### config.mk
export PLATFORM = sky130hd
export DESIGN_NAME = cd_toggle_monitor_flat
export DESIGN_NICKNAME = d
export VERILOG_FILES = /design/src/rtl/cd_mon_pkg.sv /design/src/rtl/cd_toggle_monitor_if.sv /design/src/rtl/cd_toggle_monitor_edge_sync.sv /design/src/rtl/cd_toggle_monitor.sv /design/src/flat_wrapper.sv
export SDC_FILE = /design/constraint.sdc
export NUM_CORES = 1
export LEC_CHECK = 0
export ABC_AREA = 1
export CAP_MARGIN = 20
export CELL_PAD_IN_SITES_DETAIL_PLACEMENT = 1
export CELL_PAD_IN_SITES_GLOBAL_PLACEMENT = 2
export CORE_MARGIN = 1.5
export CORE_UTILIZATION = 30
export CTS_BUF_LIST = sky130_fd_sc_hd__clkbuf_4 sky130_fd_sc_hd__clkbuf_8 sky130_fd_sc_hd__clkbuf_16
export DETAILED_ROUTE_END_ITERATION = 6
export PLACE_DENSITY = 0.84
export SLEW_MARGIN = 20
export SYNTH_ARGS = -nofsm -noshare
export SYNTH_HDL_FRONTEND = slang
export SYNTH_SLANG_ARGS = --single-unit
### constraint.sdc
create_clock -name Bclk -period 2.2 [get_ports Bclk]
set_input_delay 0.66 -clock Bclk [delete_from_list [all_inputs] [get_ports Bclk]]
set_output_delay 0.66 -clock Bclk [all_outputs]
set_load 0.01 [all_outputs]
### src/rtl/cd_mon_pkg.sv
// Shared definitions for Bclk-domain consumers of the Aclk->Bclk toggle-transfer stage.
package cd_mon_pkg;

  typedef enum logic [1:0] {
    ST_IDLE  = 2'd0,
    ST_ACQ   = 2'd1,
    ST_TRACK = 2'd2
  } state_t;

  // Aclk 27.7 MHz toggling into Bclk 50 MHz gives a nominal gap of ~1.8 Bclk cycles;
  // the upper bound leaves two cycles of slack above the rounded-up nominal gap.
  localparam int unsigned ACLK_KHZ       = 27700;
  localparam int unsigned BCLK_KHZ       = 50000;
  localparam int unsigned DEF_MIN_GAP    = 1;
  localparam int unsigned DEF_MAX_GAP    = (BCLK_KHZ + ACLK_KHZ - 1) / ACLK_KHZ + 2;
  localparam int unsigned DEF_LOCK_COUNT = 8;

endpackage

### src/rtl/cd_toggle_monitor_if.sv
// Control/status bundle between the toggle monitor and its user.
interface cd_toggle_monitor_if #(
  parameter int unsigned GAP_W = 8,
  parameter int unsigned CNT_W = 16
);
  logic             din;
  logic             clear_errs;
  logic             toggle_pulse;
  logic [GAP_W-1:0] gap;
  logic             gap_valid;
  logic             locked;
  logic             err_short;
  logic             err_long;
  logic [CNT_W-1:0] toggle_count;
  logic [CNT_W-1:0] error_count;

  modport master (
    output din, clear_errs,
    input  toggle_pulse, gap, gap_valid, locked, err_short, err_long,
           toggle_count, error_count
  );

  modport slave (
    input  din, clear_errs,
    output toggle_pulse, gap, gap_valid, locked, err_short, err_long,
           toggle_count, error_count
  );
endinterface

### src/rtl/cd_toggle_monitor_edge_sync.sv
// Resynchronises a toggle bit into the local clock and flags each transition.
module edge_sync #(
  parameter int unsigned SYNC_STAGES = 2
) (
  input  logic i_clk,
  input  logic i_rst,
  input  logic i_din,
  output logic o_toggle,
  output logic o_toggle_pulse
);
  logic w_s;
  logic r_prev;
  logic r_toggle_pulse;

  if (SYNC_STAGES == 0) begin : g_nosync
    assign w_s = i_din;
  end else begin : g_sync
    logic [SYNC_STAGES-1:0] r_sync;
    always_ff @(posedge i_clk) begin
      if (i_rst) begin
        r_sync <= '0;
      end else begin
        r_sync[0] <= i_din;
        for (int unsigned k = 1; k < SYNC_STAGES; k++) r_sync[k] <= r_sync[k-1];
      end
    end
    assign w_s = r_sync[SYNC_STAGES-1];
  end

  // o_toggle is the unregistered detect so consumers can register results alongside the pulse
  assign o_toggle = w_s ^ r_prev;

  always_ff @(posedge i_clk) begin
    if (i_rst) begin
      r_prev         <= 1'b0;
      r_toggle_pulse <= 1'b0;
    end else begin
      r_prev         <= w_s;
      r_toggle_pulse <= o_toggle;
    end
  end

  assign o_toggle_pulse = r_toggle_pulse;
endmodule

### src/rtl/cd_toggle_monitor.sv
// Bclk-domain monitor for the toggle-transfer stage: gap measurement, lock tracking, error counts.
module cd_toggle_monitor
  import cd_mon_pkg::*;
#(
  parameter int unsigned SYNC_STAGES = 2,
  parameter int unsigned MIN_GAP     = DEF_MIN_GAP,
  parameter int unsigned MAX_GAP     = DEF_MAX_GAP,
  parameter int unsigned LOCK_COUNT  = DEF_LOCK_COUNT,
  parameter int unsigned GAP_W       = 8,
  parameter int unsigned CNT_W       = 16
) (
  input logic                Bclk,
  input logic                reset,
  cd_toggle_monitor_if.slave bus
);
  localparam int unsigned    GOOD_W = $clog2(LOCK_COUNT + 1);
  localparam logic [GAP_W-1:0] MIN_G = GAP_W'(MIN_GAP);
  localparam logic [GAP_W-1:0] MAX_G = GAP_W'(MAX_GAP);
  localparam logic [GAP_W-1:0] TMO_G = GAP_W'(MAX_GAP + 1);

  state_t              r_state;
  logic [GAP_W-1:0]    r_gap_cnt;
  logic [GOOD_W-1:0]   r_good_cnt;
  logic [GAP_W-1:0]    r_gap;
  logic                r_gap_valid;
  logic                r_locked;
  logic                r_err_short;
  logic                r_err_long;
  logic [CNT_W-1:0]    r_toggle_count;
  logic [CNT_W-1:0]    r_error_count;

  logic w_toggle;
  logic w_toggle_pulse;
  logic w_short;
  logic w_in_win;
  logic w_timeout;
  logic w_err;

  edge_sync #(.SYNC_STAGES(SYNC_STAGES)) u_edge_sync (
    .i_clk          (Bclk),
    .i_rst          (reset),
    .i_din          (bus.din),
    .o_toggle       (w_toggle),
    .o_toggle_pulse (w_toggle_pulse)
  );

  assign w_short   = r_gap_cnt < MIN_G;
  assign w_in_win  = !w_short && (r_gap_cnt <= MAX_G);
  // A toggle landing on the timeout threshold is judged as an ordinary (long) gap
  assign w_timeout = !w_toggle && (r_gap_cnt == TMO_G);
  assign w_err     = (r_state == ST_TRACK) && (w_toggle ? !w_in_win : w_timeout);

  always_ff @(posedge Bclk) begin
    if (reset) begin
      r_state        <= ST_IDLE;
      r_gap_cnt      <= '0;
      r_good_cnt     <= '0;
      r_gap          <= '0;
      r_gap_valid    <= 1'b0;
      r_locked       <= 1'b0;
      r_err_short    <= 1'b0;
      r_err_long     <= 1'b0;
      r_toggle_count <= '0;
      r_error_count  <= '0;
    end else begin
      r_gap_valid <= 1'b0;
      r_err_short <= 1'b0;
      r_err_long  <= 1'b0;

      if (w_toggle)                r_gap_cnt <= GAP_W'(1);
      else if (r_gap_cnt != '1)    r_gap_cnt <= r_gap_cnt + 1'b1;

      if (w_toggle) r_toggle_count <= r_toggle_count + 1'b1;

      if (bus.clear_errs)                      r_error_count <= '0;
      else if (w_err && r_error_count != '1)   r_error_count <= r_error_count + 1'b1;

      case (r_state)
        ST_IDLE: begin
          if (w_toggle) begin
            r_state    <= ST_ACQ;
            r_good_cnt <= '0;
          end
        end
        ST_ACQ: begin
          if (w_toggle) begin
            r_gap       <= r_gap_cnt;
            r_gap_valid <= 1'b1;
            if (!w_in_win) begin
              r_good_cnt <= '0;
            end else if (r_good_cnt + 1'b1 == GOOD_W'(LOCK_COUNT)) begin
              r_good_cnt <= r_good_cnt + 1'b1;
              r_state    <= ST_TRACK;
              r_locked   <= 1'b1;
            end else begin
              r_good_cnt <= r_good_cnt + 1'b1;
            end
          end else if (w_timeout) begin
            r_state    <= ST_IDLE;
            r_good_cnt <= '0;
          end
        end
        ST_TRACK: begin
          if (w_toggle) begin
            r_gap       <= r_gap_cnt;
            r_gap_valid <= 1'b1;
            if (w_short)        r_err_short <= 1'b1;
            else if (!w_in_win) r_err_long  <= 1'b1;
          end else if (w_timeout) begin
            r_err_long <= 1'b1;
            r_state    <= ST_IDLE;
            r_locked   <= 1'b0;
            r_good_cnt <= '0;
          end
        end
        default: begin
          r_state  <= ST_IDLE;
          r_locked <= 1'b0;
        end
      endcase
    end
  end

  assign bus.toggle_pulse = w_toggle_pulse;
  assign bus.gap          = r_gap;
  assign bus.gap_valid    = r_gap_valid;
  assign bus.locked       = r_locked;
  assign bus.err_short    = r_err_short;
  assign bus.err_long     = r_err_long;
  assign bus.toggle_count = r_toggle_count;
  assign bus.error_count  = r_error_count;
endmodule

### src/flat_wrapper.sv
// flat-port wrapper written by rule: the top's interface ports become plain ports
module cd_toggle_monitor_flat import cd_mon_pkg::*;
#(
  parameter int unsigned SYNC_STAGES = 2,
  parameter int unsigned MIN_GAP     = DEF_MIN_GAP,
  parameter int unsigned MAX_GAP     = DEF_MAX_GAP,
  parameter int unsigned LOCK_COUNT  = DEF_LOCK_COUNT,
  parameter int unsigned GAP_W       = 8,
  parameter int unsigned CNT_W       = 16
)
  (Bclk, reset, bus_din, bus_clear_errs, bus_toggle_pulse, bus_gap, bus_gap_valid, bus_locked, bus_err_short, bus_err_long, bus_toggle_count, bus_error_count);
  cd_toggle_monitor_if #(.GAP_W(GAP_W), .CNT_W(CNT_W)) bus_i ();
  input logic Bclk;
  input logic reset;
  input wire logic [$bits(bus_i.din)-1:0] bus_din;
  input wire logic [$bits(bus_i.clear_errs)-1:0] bus_clear_errs;
  output wire logic [$bits(bus_i.toggle_pulse)-1:0] bus_toggle_pulse;
  output wire logic [$bits(bus_i.gap)-1:0] bus_gap;
  output wire logic [$bits(bus_i.gap_valid)-1:0] bus_gap_valid;
  output wire logic [$bits(bus_i.locked)-1:0] bus_locked;
  output wire logic [$bits(bus_i.err_short)-1:0] bus_err_short;
  output wire logic [$bits(bus_i.err_long)-1:0] bus_err_long;
  output wire logic [$bits(bus_i.toggle_count)-1:0] bus_toggle_count;
  output wire logic [$bits(bus_i.error_count)-1:0] bus_error_count;
  assign bus_i.din = bus_din;
  assign bus_i.clear_errs = bus_clear_errs;
  assign bus_toggle_pulse = bus_i.toggle_pulse;
  assign bus_gap = bus_i.gap;
  assign bus_gap_valid = bus_i.gap_valid;
  assign bus_locked = bus_i.locked;
  assign bus_err_short = bus_i.err_short;
  assign bus_err_long = bus_i.err_long;
  assign bus_toggle_count = bus_i.toggle_count;
  assign bus_error_count = bus_i.error_count;
  cd_toggle_monitor #(.SYNC_STAGES(SYNC_STAGES), .MIN_GAP(MIN_GAP), .MAX_GAP(MAX_GAP), .LOCK_COUNT(LOCK_COUNT), .GAP_W(GAP_W), .CNT_W(CNT_W)) u_core (.Bclk(Bclk), .reset(reset), .bus(bus_i));
endmodule
### Word-level counts from Yosys, hierarchy flattened

Index checks and enable logic that the tools add are counted.

* add/subtract/negate cells: 4
* order comparisons: 2
* equal/unequal tests: 14
* multiplexer cells: 28
* bitwise operators: 5
* reduce and logical (&&, ||, !) cells: 20

Operator list (number)
* $add A16 B1 Y16 const B: 2
* $mux W4: 5
* $ne A16 B16 Y1 const B: 1
* $mux W1: 14
* $mux W2: 6
* $pmux W4 S3: 1
* $ne A2 B1 Y1 const B: 5
* $reduce_or A2 Y1: 5
* $add A8 B1 Y8 const B: 1
* $eq A8 B3 Y1 const B: 1
* $le A8 B3 Y1 const B: 1
* $lt A8 B1 Y1 const B: 1
* $ne A8 B8 Y1 const B: 1
* $ne A3 B3 Y1 const B: 2
* $pmux W2 S3: 1
* $reduce_and A6 Y1: 1
* $add A4 B1 Y4 const B: 1
* $eq A4 B4 Y1 const B: 1
* $logic_and A1 B1 Y1: 4
* $not A1 Y1: 4
* $reduce_and A4 Y1: 1
* $logic_not A1 Y1: 3
* $pmux W1 S3: 1
* $reduce_and A3 Y1: 1
* other kinds (9): 9

* flip-flop bits (word level): 62
* output and inout bits: 45

### Depth between registers and ports, before layout

Gate-level depths: netlist of the first run.

* depth in word-level cells: 7
* gate-level depth with buffers: 11

### By module

A second synthesis of the first run with hierarchy kept.

* cells, all modules: 459
* area total of the unflattened synthesis: 3246.9 µm²

Modules (own cells, without submodules)
* cd_toggle_monitor: times used 1, cells each 443, area each 3114.2 µm²
* edge_sync: times used 1, cells each 16, area each 132.6 µm²

### Least setup slack after synthesis of the first run

Ideal clock, no wire load.

* path kind: reg-to-reg
* start: register u_core.r_error_count[0], in the netlist u_core.bus.error_count[0]
* end: register u_core.r_error_count[10], in the netlist u_core.bus.error_count[10]
* library setup time: 0.132 ns
* arrival: 1.513 ns
* required time: 2.068 ns
* path slack: 0.555 ns
* cell stages (with the launch flop): 10
* path buffers: 1
* period minus slack after synthesis: 1.645 ns
* cell sequence: dfxtp_1 -> ha_1 -> nand2_1 -> nor2_4 -> nand2_2 -> nor2_4 -> nand2_4 -> clkbuf_1 -> nand3_1 -> a21oi_1

* word-level cells in the longest chain between the ends: 2

RTL lines
* start: declaration: RTL line cd_toggle_monitor.sv:30 `logic [CNT_W-1:0] r_error_count;`
* start signal: assignment: RTL line cd_toggle_monitor.sv:76 `else if (w_err && r_error_count != '1) r_error_count <= r_error_count + 1'b1;`
* parallel branches: the longest is 2 deep, another holds $add A16 B1 Y16

Several ways; the timed one is not identified.
A chain may end at the register's enable or synchronous reset.

### Final worst setup path of the first run

* start: register u_core.r_toggle_count[3], in the netlist u_core.bus.toggle_count[3]
* end: output port bus_toggle_count[3]

RTL lines
* start: declaration: RTL line cd_toggle_monitor.sv:29 `logic [CNT_W-1:0] r_toggle_count;`
* start signal: assignment: RTL line cd_toggle_monitor.sv:73 `if (w_toggle) r_toggle_count <= r_toggle_count + 1'b1;`
* end: declaration: RTL line flat_wrapper.sv:23 `output wire logic [$bits(bus_i.toggle_count)-1:0] bus_toggle_count;`

No word-level cell between the ends.

==> results.cfg, run 1 <==
[cells_and_area]
drive_gt1_frac = 0.0900
finish.cell_count_without_fillers = 658
layout.nets = 533
antenna_cells_inserted = 0
final_util = 0.390
area.growth.synth_to_final_pct = 24.6

[worst_setup_path]
crit_path_max_delay_family = buffers and inverters
cp_num_cells = 1
worst_ep_arrival_time_ps = 1400
worst-endpoint-required_ps = 1540
critical_path.endpoint_type = primary output
critical_path.cell_chain = clkdlybuf4s50_1
worst-r2r-cell-count = 9
setup.worst_path.class = flop to primary output
critical-path-slowest-cell = sky130_fd_sc_hd__clkdlybuf4s50_1
maximum_fanout_along_the_worst_path = 8
critical_path.startpoint_type = flop
worst_path_largest_cell_delay_ps = 590
crit_buf_inv = 1

[route]
route.met2.wl_um = 3930
post_drt_wl_per_cell_um = 13.2
drt_first_iter_violations = 75
route.top_layer_used = met4
vias = 3096
total_length_of_routed_wires_um = 8700
dr_wl_met3_um = 268
avgViaCountPerCell = 4.71
wl_met1_um = 4420
ant_nets = 0
drc_errors = 0
drt-pass1-iter-count = 4

[yosys]
ys_types = 34
post_synth_most_frequent_cells = sky130_fd_sc_hd__nand2_1, sky130_fd_sc_hd__dfxtp_1, sky130_fd_sc_hd__nor2_1, sky130_fd_sc_hd__nand3_1
synth_top_cells_by_area = sky130_fd_sc_hd__dfxtp_1, sky130_fd_sc_hd__nand2_1, sky130_fd_sc_hd__nand3_1, sky130_fd_sc_hd__a21oi_1, sky130_fd_sc_hd__nor2_1
ys_warn_count = 0
synth.mux.area_fraction = 0
post_synth_instance_area_um2 = 3260
yosys_most_used_dff = sky130_fd_sc_hd__dfxtp_1
synth_edf_count = 0
ys_async_sr_fraction = 0
synth_top_family_by_area = simple AND/OR/NAND/NOR gates
synth_top_area_frac = 0.380
yosys.area_share.xor_xnor = 0.0537
synth-seq-area-share = 0.380
synth.ff_latch_count = 62
synth_area_per_cell_um2 = 7.02
synth_compound_area_frac = 0.110
synth-adder-area-share = 0.0422
synthesis.instances = 465
synth_simple_gate_area_share = 0.332
dominant_cell_type_by_area_after_synthesis = sky130_fd_sc_hd__dfxtp_1
postSynthNetCount = 480
most_repeated_cell_in_the_gate_level_netlist_after_synthesis = sky130_fd_sc_hd__nand2_1

[timing]
timing.final.setup_violations = 0
final.period_utilization = 0.936
maxSlewHeadroom = 0.692
final-hold-violation-count = 0
drv_slew = 0
tightestPinTransition_ps = 462
max_freq_ghz = 0.486
grt_setup_unrepaired = no
clock_skew_ps = 12.8
setup_total_negative_slack_ps = 0
post-route-min-period_ps = 2060

[clock_network]
cts_resized = 0
post-cts-setup-buffers = 0
level_count_of_the_clock_h_tree = 3
clk_latency_ps = 350
numClockSinks = 62
clkTransAtPathRegs_ps = 60
tritoncts = yes
clk_path_buf_depth = 2
cts_made_buffers = 9
cts-root-buf = sky130_fd_sc_hd__clkbuf_8
hold_buffers = 0

[floorplan]
floorplan.core_area_um2 = 10400
die-width_um = 107
design.die.area_um2 = 11500
total_number_of_placement_rows = 37
die-height_um = 107
floorplan.initialDensity = 0.313
top_level_ports = 49

[power]
leakage_power_uw = 0.00143
pwr_density_cell_nw_per_um2 = 572
power.ir.vdd_worst_mv = 0.276

[global_routing]
vias_in_the_first_global_route = 3103
grtUsageTotal = 0.160
global_route_wire_length_before_repair_um = 14600
grt_antenna_before_repair = 0
grt_start_max_net_pins = 29
grt.overflow.total = 0

[min_path]
hold-path-cell-count = 2
min_path_type = flop to flop

[job]
maxCapViolCount = 0

[placement]
port_buffers = 48
gp_routability_congestion = 0.840
detailed_place_hpwl_um = 6440
dp_cells = 643

[run_status]
status = completed
## where the power goes
part	switching, uW	total (uW)	internal, uW
clock network	489	887	398
logic	166	267	102
registers	27.3	1170	1150
## state kept, by name, summed over array words and instances (netlist names)
| signal | flops |
|---|---|
| u_core.r_good_cnt | 4 |
| u_core.u_edge_sync.o_toggle_pulse | 1 |
| u_core.bus.err_long | 1 |
| u_core.u_edge_sync.r_prev | 1 |
| u_core.bus.locked | 1 |
| u_core.r_state | 2 |
| u_core.bus.err_short | 1 |
| u_core.u_edge_sync.g_sync.r_sync | 2 |
| u_core.bus.gap_valid | 1 |
| u_core.bus.gap | 8 |
| u_core.r_gap_cnt | 8 |
| u_core.bus.error_count | 16 |
| u_core.bus.toggle_count | 16 |
## layer usage
layer / vias up / global-route usage
met5: - / 0
met1: 1439 / 0.216
met4: 0 / 0.0495
met2: 43 / 0.256
li1: 1606 / -
met3: 8 / 0.0321
## through the flow
step | total power, uW | setup slack (ps) | hold WS, ps | cell area [um2]
after global placement | 1470 | 187 | 407 | 3900
after detailed placement | 1470 | 147 | 406 | 3900
after CTS | 2370 | 131 | 415 | 4070
after floorplan | 1370 | 555 | 388 | 3260
final | 2330 | 140 | 411 | 4070
after global routing | 2440 | 35.9 | 437 | 4070
## layout by cell type, fill, tap and decap left out, types with 4 or more instances in the layout
| cell | synthesis | routed |
|---|---|---|
| sky130_fd_sc_hd__nor2_4 | 4 | 4 |
| sky130_fd_sc_hd__dfxtp_1 | 62 | 62 |
| sky130_fd_sc_hd__nand2_1 | 102 | 102 |
| sky130_fd_sc_hd__nand2_2 | 5 | 5 |
| sky130_fd_sc_hd__inv_1 | 43 | 43 |
| sky130_fd_sc_hd__clkdlybuf4s50_1 | 0 | 48 |
| sky130_fd_sc_hd__nand4_1 | 6 | 6 |
| sky130_fd_sc_hd__clkinvlp_4 | 0 | 4 |
| sky130_fd_sc_hd__a21oi_1 | 43 | 43 |
| sky130_fd_sc_hd__nor3_1 | 11 | 11 |
| sky130_fd_sc_hd__o21ai_1 | 8 | 8 |
| sky130_fd_sc_hd__nand3_1 | 48 | 48 |
| sky130_fd_sc_hd__o21ai_0 | 6 | 6 |
| sky130_fd_sc_hd__inv_2 | 11 | 11 |
| sky130_fd_sc_hd__clkbuf_8 | 0 | 9 |
| sky130_fd_sc_hd__nor2_1 | 52 | 52 |
| sky130_fd_sc_hd__xor2_1 | 14 | 14 |
| sky130_fd_sc_hd__ha_1 | 11 | 11 |
| sky130_fd_sc_hd__xnor2_1 | 6 | 6 |
| sky130_fd_sc_hd__buf_4 | 1 | 4 |
## path summary, 6_finish.rpt
kind                                                          start  slack [ps]                                   to
worst max-delay path                     u_core.bus.toggle_count[3]         140                  bus_toggle_count[3]
worst min register to register  u_core.u_edge_sync.g_sync.r_sync[0]         410  u_core.u_edge_sync.g_sync.r_sync[1]
worst min-delay path            u_core.u_edge_sync.g_sync.r_sync[0]         410  u_core.u_edge_sync.g_sync.r_sync[1]
worst max register to register                  u_core.r_gap_cnt[1]         250            u_core.bus.error_count[0]
## area by class of cell
cell class | count | area [um2]
clock buffer | 9 | 124
fill | 1364 | 6350
sequential | 62 | 1240
clock inverter | 6 | 40.0
inverter | 55 | 206
timing repair buffer | 53 | 531
tap | 136 | 170
multi-input combinational | 337 | 1750
## logic make-up (layout without fill, tap and decap cells)
kind of cell | Yosys count | count (layout)
and+or+nand+nor | 240 | 240
adders and majority gates | 11 | 11
xor gates and xnor gates | 20 | 20
AOI/OAI and AO/OA | 66 | 66
DFF | 62 | 62
buffers and inverters | 66 | 123
Power figures use the tool's default switching activity.
==> inputs of run 2 (changes only) <==
Settings changed: CORE_ASPECT_RATIO set to 1.2, SETUP_SLACK_MARGIN set to 0.5.
Clock period 2.2 ns to 1.95 ns, I/O delays scaled along.
==> run 2 against run 1 <==
Sequential power rose by 13%. Via count grew 18%. Combinational power up 93%. Sequential share of layout area shrank 5.6 points. Flip-flop and latch count did not move. Worst hold slack got worse by 2.4 ps. Register-to-register slack better by 50 ps. Critical path type is now flop to flop. Largest cell class unchanged. Largest power group is now the clock network. Highest routed layer unchanged.
==> results.cfg, run 2 (same netlist as run 1, synthesis figures left out) <==
[global_routing]
grtUsageTotal = 0.215
grt_start_max_net_pins = 15
global_route_wire_length_before_repair_um = 19400
grt.overflow.total = 0
vias_in_the_first_global_route = 3871
grt_antenna_before_repair = 0

[placement]
port_buffers = 48
dp_cells = 648
detailed_place_hpwl_um = 7030
gp_routability_congestion = 0.826

[route]
post_drt_wl_per_cell_um = 17.2
drt-pass1-iter-count = 5
drt_first_iter_violations = 88
drc_errors = 0
vias = 3640
avgViaCountPerCell = 4.99
ant_nets = 0
total_length_of_routed_wires_um = 12600

[timing]
post-route-min-period_ps = 1650
max_freq_ghz = 0.608
clock_skew_ps = 6.34
tightestPinTransition_ps = 438
final-hold-violation-count = 0
grt_setup_unrepaired = yes
timing.final.setup_violations = 0
setup_total_negative_slack_ps = 0
drv_slew = 0
final.period_utilization = 0.844
maxSlewHeadroom = 0.707
fin_worst_hold_slack_ps = 409

[floorplan]
design.die.area_um2 = 11500
floorplan.initialDensity = 0.309
total_number_of_placement_rows = 41
top_level_ports = 49
die-height_um = 117
die-width_um = 98.2
floorplan.core_area_um2 = 10600

[worst_setup_path]
critical_path.startpoint_type = flop
worstReg2RegEnd = u_core.bus.error_count[9]
regToRegStartpoint = u_core.r_gap_cnt[1]
setup.worst_path.class = flop to flop
worst_setup_path_endpoint = u_core.bus.error_count[9]
cp_num_cells = 10
crit_start = u_core.r_gap_cnt[1]
crit_buf_inv = 2
critical_path.endpoint_type = flop
critical_path.cell_chain = inv_6, ha_4, nand3_2, nor2_2, nand2_2, o21ai_4, buf_12, nand2_8, nand2_2, a21oi_2
worst_ep_arrival_time_ps = 1840
worst-r2r-cell-count = 10
worst_path_largest_cell_delay_ps = 350
worst-endpoint-required_ps = 2150
path_common_cell = sky130_fd_sc_hd__nand2_2
critical-path-slowest-cell = sky130_fd_sc_hd__dfxtp_4
rrSetupSlack_ps = 300
maximum_fanout_along_the_worst_path = 8
crit_path_max_delay_family = simple AND/OR/NAND/NOR gates

[cells_and_area]
area.growth.synth_to_final_pct = 65.0
antenna_cells_inserted = 0
mostFrequentLayoutCell = sky130_fd_sc_hd__nand2_1
finish.cell_count_without_fillers = 730
drive_gt1_frac = 0.521
mostFrequentLayoutCells = sky130_fd_sc_hd__nand2_1, sky130_fd_sc_hd__buf_4, sky130_fd_sc_hd__buf_2
final_util = 0.509
layout.nets = 611
fill_cell_instance_count_of_the_final_layout = 1281

[clock_network]
cts_made_buffers = 9
clkTransAtPathRegs_ps = 60
hold_buffers = 0
numClockSinks = 62
tritoncts = yes
clk_latency_ps = 330
level_count_of_the_clock_h_tree = 3
clk_path_buf_depth = 2
cts-root-buf = sky130_fd_sc_hd__clkbuf_16

[power]
leakage_power_uw = 0.00219
pwr_density_cell_nw_per_um2 = 672
power.ir.vdd_worst_mv = 0.474
power.total_uw = 3620

[run_status]
status = completed

[min_path]
min_path_type = flop to flop

[job]
maxCapViolCount = 0
## run 2: how the worst min path moves through the flow
stage                                                   start                                   to  cells past startpoint
after floorplan           u_core.u_edge_sync.g_sync.r_sync[0]  u_core.u_edge_sync.g_sync.r_sync[1]                      2
after CTS                 u_core.u_edge_sync.g_sync.r_sync[0]  u_core.u_edge_sync.g_sync.r_sync[1]                      2
after global routing      u_core.u_edge_sync.g_sync.r_sync[0]  u_core.u_edge_sync.g_sync.r_sync[1]                      2
after detailed placement  u_core.u_edge_sync.g_sync.r_sync[0]  u_core.u_edge_sync.g_sync.r_sync[1]                      2
final                     u_core.u_edge_sync.g_sync.r_sync[0]  u_core.u_edge_sync.g_sync.r_sync[1]                      2
after global placement    u_core.u_edge_sync.g_sync.r_sync[0]  u_core.u_edge_sync.g_sync.r_sync[1]                      2
## run 2: repair_timing
| action | 4_1_cts | 5_1_grt |
|---|---|---|
| gates resized for setup | 287 | 93 |
| setup buffers | 43 | 18 |
| gates cloned | 5 | 0 |
| setup endpoints to repair | 90 | 64 |
| endpoints found under the hold margin | 0 | 0 |
| pin swaps | 30 | 33 |
## run 2: where the power goes
part / leakage [uW] / switching (uW) / internal [uW]
sequential: 0.000527 / 40.3 / 1280
clock: 0.000160 / 584 / 1200
combinational: 0.00150 / 277 / 238
total: 0.00219 / 901 / 2720
## run 2: metal layers
| layer | GRT usage | share of wire | vias up |
|---|---|---|---|
| met5 | 0 | 0 | - |
| met4 | 0.0977 | 0.028 | 0 |
| met3 | 0.0386 | 0.027 | 22 |
| met2 | 0.417 | 0.55 | 64 |
| met1 | 0.226 | 0.39 | 1779 |
| li1 | - | - | 1775 |
## run 2: final cells by class
cell class,instances,area (um2),share of cell area
inverters,55,218,0.0404
flip-flops and latches,62,1340,0.249
repair buffers,127,966,0.179
clock inverters,3,67.6,0.0126
well taps,129,161,0.0300
multi-input cells,341,2370,0.440
clock buffers,13,262,0.0486
## run 2: metrics by stage
stage / setup slack [ps] / instance area (um2)
2_1_floorplan: 466 / 3310
3_3_place_gp: 110 / 4010
3_5_place_dp: 58.7 / 4010
4_1_cts: 385 / 4950
5_1_grt: 265 / 5380
6_report: 304 / 5380
## run 2: worst register-to-register path: stages (launching register included)
cell,delay (ps)
sky130_fd_sc_hd__dfxtp_4,350
sky130_fd_sc_hd__inv_6,70
sky130_fd_sc_hd__ha_4,120
sky130_fd_sc_hd__nand3_2,60
sky130_fd_sc_hd__nor2_2,110
sky130_fd_sc_hd__nand2_2,90
sky130_fd_sc_hd__o21ai_4,260
sky130_fd_sc_hd__buf_12,180
sky130_fd_sc_hd__nand2_8,100
sky130_fd_sc_hd__nand2_2,100
sky130_fd_sc_hd__a21oi_2,60
==> inputs of run 3 (changes only) <==
Settings changed: CORE_UTILIZATION 30 to 27, PLACE_DENSITY 0.84 to 0.8.
Clock period 1.95 ns to 1.35 ns, I/O delays scaled along.
==> run 3 against run 2 <==
The run now ends with setup timing left. Combinational power increased by 120%. Flip-flop and latch count unchanged. Via count increased by 14%. Sequential share of layout area decreased by 5.2 points. Utilization increased by 7.4 points. Non-clock buffer count increased by 71. Die area increased by 11%. Critical endpoint is now u_core.r_state[1]. Largest power group unchanged.
==> results.cfg, run 3 (same netlist as run 1, synthesis figures left out) <==
[route]
drc_errors = 0
total_length_of_routed_wires_um = 17100
ant_nets = 0
avgViaCountPerCell = 5.00
post_drt_wl_per_cell_um = 20.7
drt-pass1-iter-count = 4
vias = 4139
drt_first_iter_violations = 114

[cells_and_area]
finish.cell_count_without_fillers = 827
drive_gt1_frac = 0.691
area.growth.synth_to_final_pct = 109
layout.nets = 680
fill_cell_instance_count_of_the_final_layout = 1311
mostFrequentLayoutCells = sky130_fd_sc_hd__buf_4, sky130_fd_sc_hd__buf_6, sky130_fd_sc_hd__nand2_1
finish.instance_area_um2 = 6810
antenna_cells_inserted = 0
mostFrequentLayoutCell = sky130_fd_sc_hd__buf_4

[placement]
port_buffers = 48
detailed_place_hpwl_um = 8400
dp_cells = 749
dp_slack_ps = -276
detailed_place.area_um2 = 4810
gp_routability_congestion = 0.780

[floorplan]
floorplan.core_area_um2 = 11700
total_number_of_placement_rows = 43
top_level_ports = 49
design.die.area_um2 = 12800
die-width_um = 103
floorplan.initialDensity = 0.279
die-height_um = 123

[worst_setup_path]
crit_buf_inv = 3
critical_path.startpoint_type = flop
maximum_fanout_along_the_worst_path = 4
crit_path_max_delay_family = simple AND/OR/NAND/NOR gates
setup.worst_path.class = flop to flop
worst-endpoint-required_ps = 1580
critical_path.endpoint_type = flop
critical-path-slowest-cell = sky130_fd_sc_hd__dfxtp_4
worst_path_largest_cell_delay_ps = 370
critical_path.cell_chain = inv_4, ha_4, inv_2, a21oi_4, nand3_4, buf_4, o21ai_2, nand3_1, nand2_1, nor2_1
worst_ep_arrival_time_ps = 1930

[global_routing]
grt_start_max_net_pins = 15
global_route.peak_usage_layer = met2
grt_util_met1 = 0.241
grtUsageTotal = 0.226
grt_antenna_before_repair = 0
met3_usage = 0.0418
global_route_wire_length_before_repair_um = 21900
grt_met2_usage = 0.422
grt.overflow.total = 0
vias_in_the_first_global_route = 4396

[timing]
tightestPinTransition_ps = 368
max_freq_ghz = 0.590
drv_slew = 0
final-hold-violation-count = 0
clock_skew_ps = 11.5
maxSlewHeadroom = 0.754
grt_setup_unrepaired = yes
post-route-worst-setup-slack_ps = -346
fin_worst_hold_slack_ps = 468
post-route-min-period_ps = 1700
timing.final.setup_violations = 51
final.period_utilization = 1.26

[clock_network]
cts_made_buffers = 9
hold_buffers = 0
clk_path_buf_depth = 2
clkTransAtPathRegs_ps = 60
level_count_of_the_clock_h_tree = 3
clk_latency_ps = 340
cts-root-buf = sky130_fd_sc_hd__clkbuf_16
numClockSinks = 62
tritoncts = yes

[power]
power.ir.vdd_worst_mv = 0.984
pwr_density_cell_nw_per_um2 = 823
power.total_uw = 5600
leakage_power_uw = 0.00281

[min_path]
min_path_type = flop to flop

[run_status]
status = complete, but fails checks
violated_checks = setup timing

[job]
maxCapViolCount = 0
## run 3: cell types whose count changed in the layout (fill, tap and decap cells not counted), moves of 12 or more
cell / delta
sky130_fd_sc_hd__buf_6: +74
sky130_fd_sc_hd__buf_2: -40
sky130_fd_sc_hd__buf_4: +29
sky130_fd_sc_hd__a21oi_1: -17
sky130_fd_sc_hd__a21oi_2: +15
sky130_fd_sc_hd__nand2_1: -15
sky130_fd_sc_hd__nor2_1: -13
sky130_fd_sc_hd__nand3_1: -12
## run 3: final cells by class
| type | instances | area (um2) | share of cell area |
|---|---|---|---|
| Multi-Input combinational cell | 339 | 2770 | 0.406 |
| Timing Repair Buffer | 198 | 1960 | 0.287 |
| Sequential cell | 62 | 1340 | 0.197 |
| Clock buffer | 11 | 240 | 0.0353 |
| Inverter | 55 | 236 | 0.0347 |
| Tap cell | 157 | 196 | 0.0288 |
| Clock inverter | 5 | 73.8 | 0.0108 |
## run 3: worst paths after layout
check / start / to / slack [ps] / depth (start not counted)
setup / recovery: u_core.r_gap_cnt[0] / u_core.r_state[1] / -350 / 10
hold / removal: u_core.bus.locked / u_core.bus.locked / 470 / 2
setup reg to reg: u_core.r_gap_cnt[0] / u_core.r_state[1] / -350 / 10
hold reg to reg: u_core.bus.locked / u_core.bus.locked / 470 / 2
## run 3: routing by layer
layer | part of all wire | up-vias
met5 | 0 | -
met2 | 0.55 | 113
met4 | 0.043 | 0
li1 | - | 1909
met1 | 0.38 | 2063
met3 | 0.026 | 54
## run 3: power breakdown
group | internal [uW] | leakage (uW) | total [uW] | switching (uW)
registers | 1860 | 0.000530 | 1930 | 73.0
clock network | 1650 | 0.000158 | 2540 | 890
logic | 550 | 0.00212 | 1140 | 585
total | 4060 | 0.00281 | 5600 | 1550
## run 3: through the flow
| stage | util | TNS (ps) |
|---|---|---|
| finish | 0.584 | -8990 |
| floorplan | - | -1560 |
| detailed placement | 0.412 | -9480 |
| CTS | 0.528 | -4640 |
| global route | 0.584 | -12260 |
| global placement | 0.412 | -6740 |
## run 3: repair_timing
action                     in CTS  in global routing
cloned                          4                  0
setup buffers                  36                 22
hold endpoints to repair        0                  0
pin swaps                      71                 48
setup endpoints to repair     107                105
resized for setup             387                126
## run 3: worst reg2reg max path: stages, from the launching register on
cell and delay [ps]:
sky130_fd_sc_hd__dfxtp_4 370, sky130_fd_sc_hd__inv_4 80, sky130_fd_sc_hd__ha_4 150, sky130_fd_sc_hd__inv_2 50
sky130_fd_sc_hd__a21oi_4 160, sky130_fd_sc_hd__nand3_4 130, sky130_fd_sc_hd__buf_4 180, sky130_fd_sc_hd__o21ai_2 190
sky130_fd_sc_hd__nand3_1 150, sky130_fd_sc_hd__nand2_1 80, sky130_fd_sc_hd__nor2_1 40
